**config.mk**
```make
export PLATFORM = sky130hd
export DESIGN_NAME = dmem_arbiter
export DESIGN_NICKNAME = d
export VERILOG_FILES = /design/src/rtl/dmem_arbiter_pkg.sv /design/src/rtl/dmem_arbiter_rr_arb2.sv /design/src/rtl/dmem_arbiter.sv
export SDC_FILE = /design/constraint.sdc
export NUM_CORES = 1
export LEC_CHECK = 0
export CAP_MARGIN = 15
export CORE_AREA = 2 2 100 102
export DETAILED_ROUTE_END_ITERATION = 7
export DIE_AREA = 0 0 102 104
export SYNTH_ARGS = -nofsm -noshare
export SYNTH_HDL_FRONTEND = slang
export SYNTH_HIERARCHICAL = 1
export SYNTH_SLANG_ARGS = --single-unit
```
**constraint.sdc**
```tcl
create_clock -name clk -period 2.8 [get_ports clk]
set_clock_uncertainty 0.15 [all_clocks]
set_input_delay 0.42 -clock clk [delete_from_list [all_inputs] [get_ports clk]]
set_output_delay 0.42 -clock clk [all_outputs]
set_load 0.05 [all_outputs]
```
**src/rtl/dmem_arbiter_pkg.sv**
```systemverilog
`default_nettype none
// ============================================================================
// Module   : dmem_arbiter_pkg
// Brief    : Shared CPU types: data-memory arbiter FSM encoding and port IDs.
// Revision : 1.0
// ============================================================================
package dmem_arbiter_pkg;

  typedef enum logic [1:0] {
    ST_IDLE     = 2'd0,
    ST_OPEN     = 2'd1,
    ST_LDR_LOCK = 2'd2
  } arb_state_t;

  // Port IDs double as bit indices into request/grant vectors.
  localparam logic CORE = 1'b0;
  localparam logic LDR  = 1'b1;

endpackage
`default_nettype wire

```
**src/rtl/dmem_arbiter_rr_arb2.sv**
```systemverilog
`default_nettype none
// ============================================================================
// Module   : rr_arb2
// Brief    : Two-way round-robin grant; the pointer names the port that wins a tie.
// Revision : 1.0
// ============================================================================
module rr_arb2
  import dmem_arbiter_pkg::*;
(
  input  logic       clk,
  input  logic       rst_n,
  input  logic [1:0] req,
  input  logic       force_core,
  output logic [1:0] gnt
);

  logic r_ptr;

  always_comb begin
    gnt = 2'b00;
    if (req[CORE] && (!req[LDR] || (r_ptr == CORE))) begin
      gnt[CORE] = 1'b1;
    end else if (req[LDR]) begin
      gnt[LDR] = 1'b1;
    end
  end

  // The port just served yields the tie-break; a forced lock exit hands it to the core.
  always_ff @(posedge clk or negedge rst_n) begin
    if (!rst_n) begin
      r_ptr <= CORE;
    end else if (force_core) begin
      r_ptr <= CORE;
    end else if (gnt[CORE]) begin
      r_ptr <= LDR;
    end else if (gnt[LDR]) begin
      r_ptr <= CORE;
    end
  end

endmodule
`default_nettype wire

```
**src/rtl/dmem_arbiter.sv**
```systemverilog
`default_nettype none
// ============================================================================
// Module   : dmem_arbiter
// Brief    : Core / bootloader arbiter in front of a 1-cycle-latency data RAM.
// Revision : 1.0
// ============================================================================
module dmem_arbiter
  import dmem_arbiter_pkg::*;
#(
  parameter int ADDR_W   = 14,
  parameter int DATA_W   = 32,
  parameter int MAX_LOCK = 16
) (
  input  logic                clk,
  input  logic                rst_n,
  input  logic                c_req_valid,
  output logic                c_req_ready,
  input  logic [ADDR_W-1:0]   c_addr,
  input  logic [DATA_W/8-1:0] c_we,
  input  logic [DATA_W-1:0]   c_wdata,
  output logic                c_rvalid,
  output logic [DATA_W-1:0]   c_rdata,
  input  logic                l_req_valid,
  output logic                l_req_ready,
  input  logic [ADDR_W-1:0]   l_addr,
  input  logic [DATA_W/8-1:0] l_we,
  input  logic [DATA_W-1:0]   l_wdata,
  output logic                l_rvalid,
  output logic [DATA_W-1:0]   l_rdata,
  input  logic                l_lock,
  output logic                mem_en,
  output logic [DATA_W/8-1:0] mem_we,
  output logic [ADDR_W-1:0]   mem_addr,
  output logic [DATA_W-1:0]   mem_wdata,
  input  logic [DATA_W-1:0]   mem_rdata
);

  localparam int CNT_W = $clog2(MAX_LOCK + 1);
  localparam logic [CNT_W-1:0] c_lock_max = CNT_W'(MAX_LOCK);

  arb_state_t       r_state, w_state_nxt;
  logic [CNT_W-1:0] r_lock_cnt, w_lock_cnt_nxt;
  logic [1:0]       w_req, w_gnt;
  logic             w_force_core;
  logic             r_rd_pend, r_rd_owner;

  // The core is masked out entirely while the loader holds the lock.
  always_comb begin
    w_req = 2'b00;
    if (r_state == ST_OPEN) begin
      w_req = {l_req_valid, c_req_valid};
    end else if (r_state == ST_LDR_LOCK) begin
      w_req = {l_req_valid, 1'b0};
    end
  end

  rr_arb2 u_rr_arb2 (
    .clk        (clk),
    .rst_n      (rst_n),
    .req        (w_req),
    .force_core (w_force_core),
    .gnt        (w_gnt)
  );

  always_ff @(posedge clk or negedge rst_n) begin
    if (!rst_n) begin
      r_state    <= ST_IDLE;
      r_lock_cnt <= '0;
    end else begin
      r_state    <= w_state_nxt;
      r_lock_cnt <= w_lock_cnt_nxt;
    end
  end

  always_comb begin
    w_state_nxt    = r_state;
    w_lock_cnt_nxt = r_lock_cnt;
    w_force_core   = 1'b0;
    case (r_state)
      ST_IDLE: w_state_nxt = ST_OPEN;
      ST_OPEN: begin
        if (w_gnt[LDR] && l_lock) begin
          w_state_nxt    = ST_LDR_LOCK;
          w_lock_cnt_nxt = CNT_W'(1);
        end
      end
      ST_LDR_LOCK: begin
        if (w_gnt[LDR] && (r_lock_cnt != c_lock_max)) begin
          w_lock_cnt_nxt = r_lock_cnt + 1'b1;
        end
        // Exit is judged on the post-grant count so the core is served right after the last locked grant.
        if (!l_lock) begin
          w_state_nxt = ST_OPEN;
        end else if ((w_lock_cnt_nxt == c_lock_max) && c_req_valid) begin
          w_state_nxt  = ST_OPEN;
          w_force_core = 1'b1;
        end
      end
      default: w_state_nxt = ST_IDLE;
    endcase
  end

  assign c_req_ready = w_gnt[CORE];
  assign l_req_ready = w_gnt[LDR];
  assign mem_en      = |w_gnt;

  always_comb begin
    mem_we    = '0;
    mem_addr  = '0;
    mem_wdata = '0;
    if (w_gnt[CORE]) begin
      mem_we    = c_we;
      mem_addr  = c_addr;
      mem_wdata = c_wdata;
    end else if (w_gnt[LDR]) begin
      mem_we    = l_we;
      mem_addr  = l_addr;
      mem_wdata = l_wdata;
    end
  end

  always_ff @(posedge clk or negedge rst_n) begin
    if (!rst_n) begin
      r_rd_pend  <= 1'b0;
      r_rd_owner <= CORE;
    end else begin
      r_rd_pend <= mem_en && (mem_we == '0);
      if (mem_en) begin
        r_rd_owner <= w_gnt[LDR] ? LDR : CORE;
      end
    end
  end

  assign c_rvalid = r_rd_pend && (r_rd_owner == CORE);
  assign l_rvalid = r_rd_pend && (r_rd_owner == LDR);
  assign c_rdata  = mem_rdata;
  assign l_rdata  = mem_rdata;

endmodule
`default_nettype wire
```
Word-level counts from Yosys, hierarchy flattened:

Cells that the tools add are included.

* add/sub/neg operators: 1
* eq/ne operators: 6
* multiplexer cells: 26
* bitwise gates (word level): 2
* reduce and logical (&&, ||, !) cells: 16

Operators by type and width (number)
* $mux 32: 2
* $mux 14: 2
* $mux 5: 3
* $mux 1: 10
* $mux 2: 5
* $pmux 5 s2: 1
* $mux 4: 2
* $logic_and 1x1->1: 7
* $pmux 2 s3: 1
* $add 5x1->5 const B: 1
* $eq 5x5->1 const B: 1
* $ne 5x5->1 const B: 1
* $logic_not 4->1: 1
* $reduce_and 2->1: 2
* $ne 3x2->1 const B: 1
* $reduce_bool 3->1: 1
* $eq 2x1->1 const B: 1
* $eq 2x2->1 const B: 1
* $logic_not 2->1: 1
* $ne 2x1->1 const B: 1
* $not 1->1: 2
* $reduce_bool 2->1: 1
* $reduce_or 2->1: 1
* $logic_not 1->1: 1
* $logic_or 1x1->1: 1

* register bits after elaboration: 10
* input port bits: 137
* output and inout port bits: 119
* word-level logic and storage cells: 56

Longest topological paths before layout:

* word-level depth: 16
* mapped depth: 11
* gate-level depth less buffers: 10

By module:

The synthesis kept the hierarchy.

By module, submodules not included
* dmem_arbiter: times used 1, cells each 188, area each 1540.2 um^2, sequential area each 225.2 um^2
* rr_arb2: times used 1, cells each 6, area each 63.8 um^2, sequential area each 25.0 um^2

Least setup slack after synthesis:

OpenSTA, ideal clock, no wires.

* path kind: reg2out
* start: reg r_state[1]
* end: out mem_addr[0]
* arrival time: 3.334 ns
* slack: -1.104 ns
* cell stages (with the launch flop): 8
* path buffers: 3
* cells stage by stage: dfrtp_1 -> nor2b_1 -> and2_1 -> a21boi_0 -> buf_2 -> buf_2 -> clkbuf_1 -> a22o_1

* elaborated cells on any way between the ends: 12

RTL lines
* start: declaration: line dmem_arbiter.sv:41 `arb_state_t r_state, w_state_nxt;`
* start signal: assignment: line dmem_arbiter.sv:70 `r_state <= w_state_nxt;`
* $eq 2x1->1: line dmem_arbiter.sv:50 `if (r_state == ST_OPEN) begin`
* $mux 2: line dmem_arbiter.sv:50
* named net w_req[0]: line dmem_arbiter.sv:43 `logic [1:0] w_req, w_gnt;`
* $logic_and 1x1->1: line dmem_arbiter_rr_arb2.sv:21 `if (req[CORE] && (!req[LDR] || (r_ptr == CORE))) begin`
* $mux 1: line dmem_arbiter_rr_arb2.sv:21
* named net c_req_ready: line dmem_arbiter.sv:17 `output logic c_req_ready,`
* $mux 14: line dmem_arbiter.sv:111 `if (w_gnt[CORE]) begin`
* end: declaration: line dmem_arbiter.sv:33 `output logic [ADDR_W-1:0] mem_addr,`

The timed path passes the listed nets, and every way through them passes these cells.

Final worst setup path:

* start: reg r_state[0]
* end: out mem_addr[13]

* word-level cells in the longest chain between the ends: 9
* elaborated cells on any way between the ends: 12

Ends and longest elaborated chain
* $eq 2x2->1: line dmem_arbiter.sv:52 `end else if (r_state == ST_LDR_LOCK) begin`
* $mux 2: line dmem_arbiter.sv:52
* $mux 2 (*): line dmem_arbiter.sv:50
* named net w_req[1]: line dmem_arbiter.sv:43
* $logic_not 1->1: line dmem_arbiter_rr_arb2.sv:21
* $logic_or 1x1->1: line dmem_arbiter_rr_arb2.sv:21
* $logic_and 1x1->1: line dmem_arbiter_rr_arb2.sv:21
* $mux 1: line dmem_arbiter_rr_arb2.sv:21
* $mux 14: line dmem_arbiter.sv:115 `end else if (w_gnt[LDR]) begin`
* $mux 14 (*): line dmem_arbiter.sv:111

The timed path passes the listed nets; every way through them passes the cells marked *.

==> Implementation_results.wiki <==
{| class="wikitable"
! Metric !! Value
|-
| Run status || completed
|-
| Kind of capture point of the worst setup path || output port
|-
| Most frequent CP cell || sky130_fd_sc_hd__buf_12
|-
| First-pass GRT wire length || 10850 µm
|-
| Ordered cell list for the critical path || nor2b_2 -> o21a_1 -> buf_4 -> a21boi_4 -> nor2b_4 -> buf_12 -> a22o_1 -> buf_12
|-
| HPWL reported at the end of detailed placement || 6499 µm
|-
| TritonCTS clock tree || done
|-
| Starting Density || 16.80%
|-
| Placeable core region || 0.009549 mm²
|-
| Fill cell total of the finished layout || 955
|-
| Required time reported for the critical path endpoint || 2.23 ns
|-
| Pins Over Slew Limit || 0
|-
| Number of maximum-capacitance violations || 0
|-
| Actual slew at the worst max-slew pin || 0.5408 ns
|-
| Worst VDD drop || 0.5257 mV
|-
| Max stage delay on crit path || 0.42 ns
|-
| Via count of the first global-routing pass || 1869
|-
| Share of synthesized cell area in and, or, nand and nor gates || 11.86%
|-
| Cell family with the largest share of critical-path delay || compound AO/OA/AOI/OAI gates
|-
| Total of endpoints with negative setup slack in the final report || 0
|-
| Post-synth EDFFs || 0
|-
| Fraction of layout instances using a drive strength above 1 || 39.86%
|-
| Primary flip-flop cell chosen by synthesis mapping || sky130_fd_sc_hd__dfrtp_1
|-
| Yosys warning total || 6
|-
| Total clock buffers created by CTS || 3
|-
| ANT cells || 0
|-
| Min Tclk post-route || 2.744 ns
|-
| Mux contribution to synthesized area || 0.9360%
|-
| Pin count of the biggest net entering global routing || 55
|-
| Top-count cell post-synth || sky130_fd_sc_hd__buf_4
|-
| Complex-gate fraction of the synthesized area || 34.48%
|-
| Horizontal extent of the die || 102 µm
|-
| Top cells by instance count after synthesis || sky130_fd_sc_hd__buf_4 (64), sky130_fd_sc_hd__a22o_1 (51), sky130_fd_sc_hd__dfrtp_1 (10)
|-
| Clock latency reported for the late side of the worst-skew pair || 0.24 ns
|-
| Pwr Density || 1128 mW/mm²
|-
| Synth Area in XOR/XNOR || 1.092%
|-
| Setup TNS || 0 ns
|-
| Ys async rst share || 100.0%
|-
| Total global-route track usage || 13.40%
|-
| Worst hold slack after final layout || 0.3467 ns
|-
| Post-Place Worst Slack || -0.2517 ns
|-
| Combinational family with the most area after synthesis || buffers and inverters
|-
| FP Rows || 36
|-
| Number of instances in the synthesized netlist || 194
|-
| Die height || 104 µm
|-
| Critical-path top delay cell || sky130_fd_sc_hd__dfrtp_1
|-
| CP Launch Type || flop
|-
| LEAKAGE || 1.502 nW
|-
| Clock transition at the registers of the reported paths || 0.05 ns
|-
| Vias per cell || 4.167
|-
| Share of the synthesized area in the top cell type || 29.95%
|-
| Critical Path AT || 2.17 ns
|-
| Depth of the CTS H-tree || 1
|-
| Share of the yosys chip area belonging to registers || 15.60%
|-
| Sum of internal, switching and leakage power || 4.147 mW
|-
| Class of the tightest hold or removal check || input port to async pin
|-
| Count of clock tree sinks || 10
|-
| Netlist cell types || 32
|-
| Register bit total from synthesis || 10
|-
| Count of buffering cells on the critical path with inverters included || 3
|-
| Met2 track demand over resource in global routing || 25.00%
|-
| Avg Synthesized Cell Area || 8.268 µm²
|-
| Final #Nets || 431
|-
| Final critical-path share of the clock period || 98.01%
|-
| Largest fanout on the critical path || 40
|-
| Top-level I/O count || 256
|-
| Area delta synth->final || 129.3%
|-
| Global-route layer with the greatest usage || met2
|-
| Final core occ || 38.51%
|-
| RD Place Congestion || 0.7202
|-
| # DRC || 0
|-
| Clock Root Buffer || sky130_fd_sc_hd__clkbuf_8
|-
| Dominant cells by area after synthesis || sky130_fd_sc_hd__buf_4 (30%), sky130_fd_sc_hd__a22o_1 (28%), sky130_fd_sc_hd__dfrtp_1 (16%)
|-
| Global routing met3 resource utilization || 4.906%
|-
| Clock Tree Buf Depth || 2
|-
| Area share of fa/ha/maj cells after synthesis || 1.560%
|-
| Worst-case setup margin in the final layout || 0.05583 ns
|-
| Number of routed nets with antenna violations || 0
|-
| Number of antenna violations at the first check in global routing || 0
|-
| Detailed-router iteration count before antenna repair || 5
|-
| Overall die area || 0.01061 mm²
|-
| Final-report hold violation count || 0
|-
| Highest clock frequency the design can meet || 364.4 MHz
|-
| Worst slew margin relative to its limit || 63.83%
|-
| Via count || 1767
|-
| Overall overflow remaining after global route || 0
|-
| Type of the worst setup path || flop to output port
|-
| Number of buffers inserted by port buffering || 159
|-
| Iter 0 DRT Violations || 42
|-
| Routed wire length || 8046 µm
|-
| Leading area contributor after synthesis || sky130_fd_sc_hd__buf_4
|-
| Syn Nets || 333
|-
| WL per Instance || 18.98 µm
|-
| Met1 Track Usage GR || 14.34%
|-
| Mapped cell area || 0.001604 mm²
|}
## where the power goes
group          internal, mW  leakage, nW  switching, mW  total (mW)
clock                 0.124       0.0288         0.0625       0.187
sequential            0.188        0.126         0.0464       0.235
combinational          1.80         1.35           1.93        3.73
## per-layer routing
metal,vias to the layer above,wire length (µm)
met5,-,0
met4,0,47
met3,9,990
met2,108,4050
met1,815,2958
li1,835,-
## cell families (layout without fill, tap and decap cells)
logic type                 Yosys count  after routing
xor gates and xnor gates             2              2
muxes                                1              1
AOI/OAI and AO/OA                   68             68
adders and majority gates            2              2
DFF                                 10             10
and+or+nand+nor                     32             32
buffers and inverters               79            176
## stage by stage
step,cells,instance area (µm²)
2_1_floorplan,194,1738
3_3_place_gp,416,3526
3_5_place_dp,417,3546
4_1_cts,422,3621
5_1_grt,424,3677
6_report,424,3677
## cell type report
| cell class | count | area [µm²] | area share [%] |
|---|---|---|---|
| Sequential cell | 10 | 250.2 | 6.805 |
| Clock buffer | 4 | 55.05 | 1.497 |
| Timing Repair Buffer | 169 | 2252 | 61.25 |
| Inverter | 3 | 11.26 | 0.3062 |
| Tap cell | 133 | 166.4 | 4.525 |
| Multi-Input combinational cell | 105 | 942.2 | 25.62 |
## layout by cell type, fill, tap and decap left out, drive strengths merged, types with 3 or more instances in the layout
| cell | n |
|---|---|
| inv | 3 |
| nor2 | 4 |
| a21oi | 3 |
| buf | 62 |
| nand2 | 8 |
| and2 | 5 |
| clkdlybuf4s50 | 106 |
| clkbuf | 5 |
| nand2b | 3 |
| o21ai | 6 |
| a22o | 51 |
| nor2b | 4 |
| dfrtp | 10 |
## state kept, by name (all words and copies together), names as in the netlist
register,count
r_state,2
r_rd_pend,1
r_rd_owner,1
r_lock_cnt,5
u_rr_arb2/r_ptr,1
## final timing paths
path	start	to	slack, ns	cells past startpoint
max	r_state[0]$_DFFE_PN0P_	mem_addr[13]	0.06	8
min	rst_n	r_lock_cnt[2]$_DFFE_PN0P_	0.35	1
max reg2reg	r_state[0]$_DFFE_PN0P_	r_rd_pend$_DFF_PN0_	0.19	9
min reg2reg	r_rd_owner$_DFFE_PN0P_	r_rd_owner$_DFFE_PN0P_	0.35	1
max in group asynchronous	rst_n	r_rd_pend$_DFF_PN0_	1.84	1
min in group clk	r_rd_owner$_DFFE_PN0P_	r_rd_owner$_DFFE_PN0P_	0.35	1
## what timing repair did
| action | 4_1_cts | 5_1_grt |
|---|---|---|
| gates resized for setup | 3 | 2 |
| buffers inserted | 1 | 1 |
| gates cloned | 0 | 1 |
| pin swaps | 0 | 1 |
| hold buffers | 0 | 0 |
| setup endpoints to repair | 52 | 10 |
(Power assumes the default switching activity.)
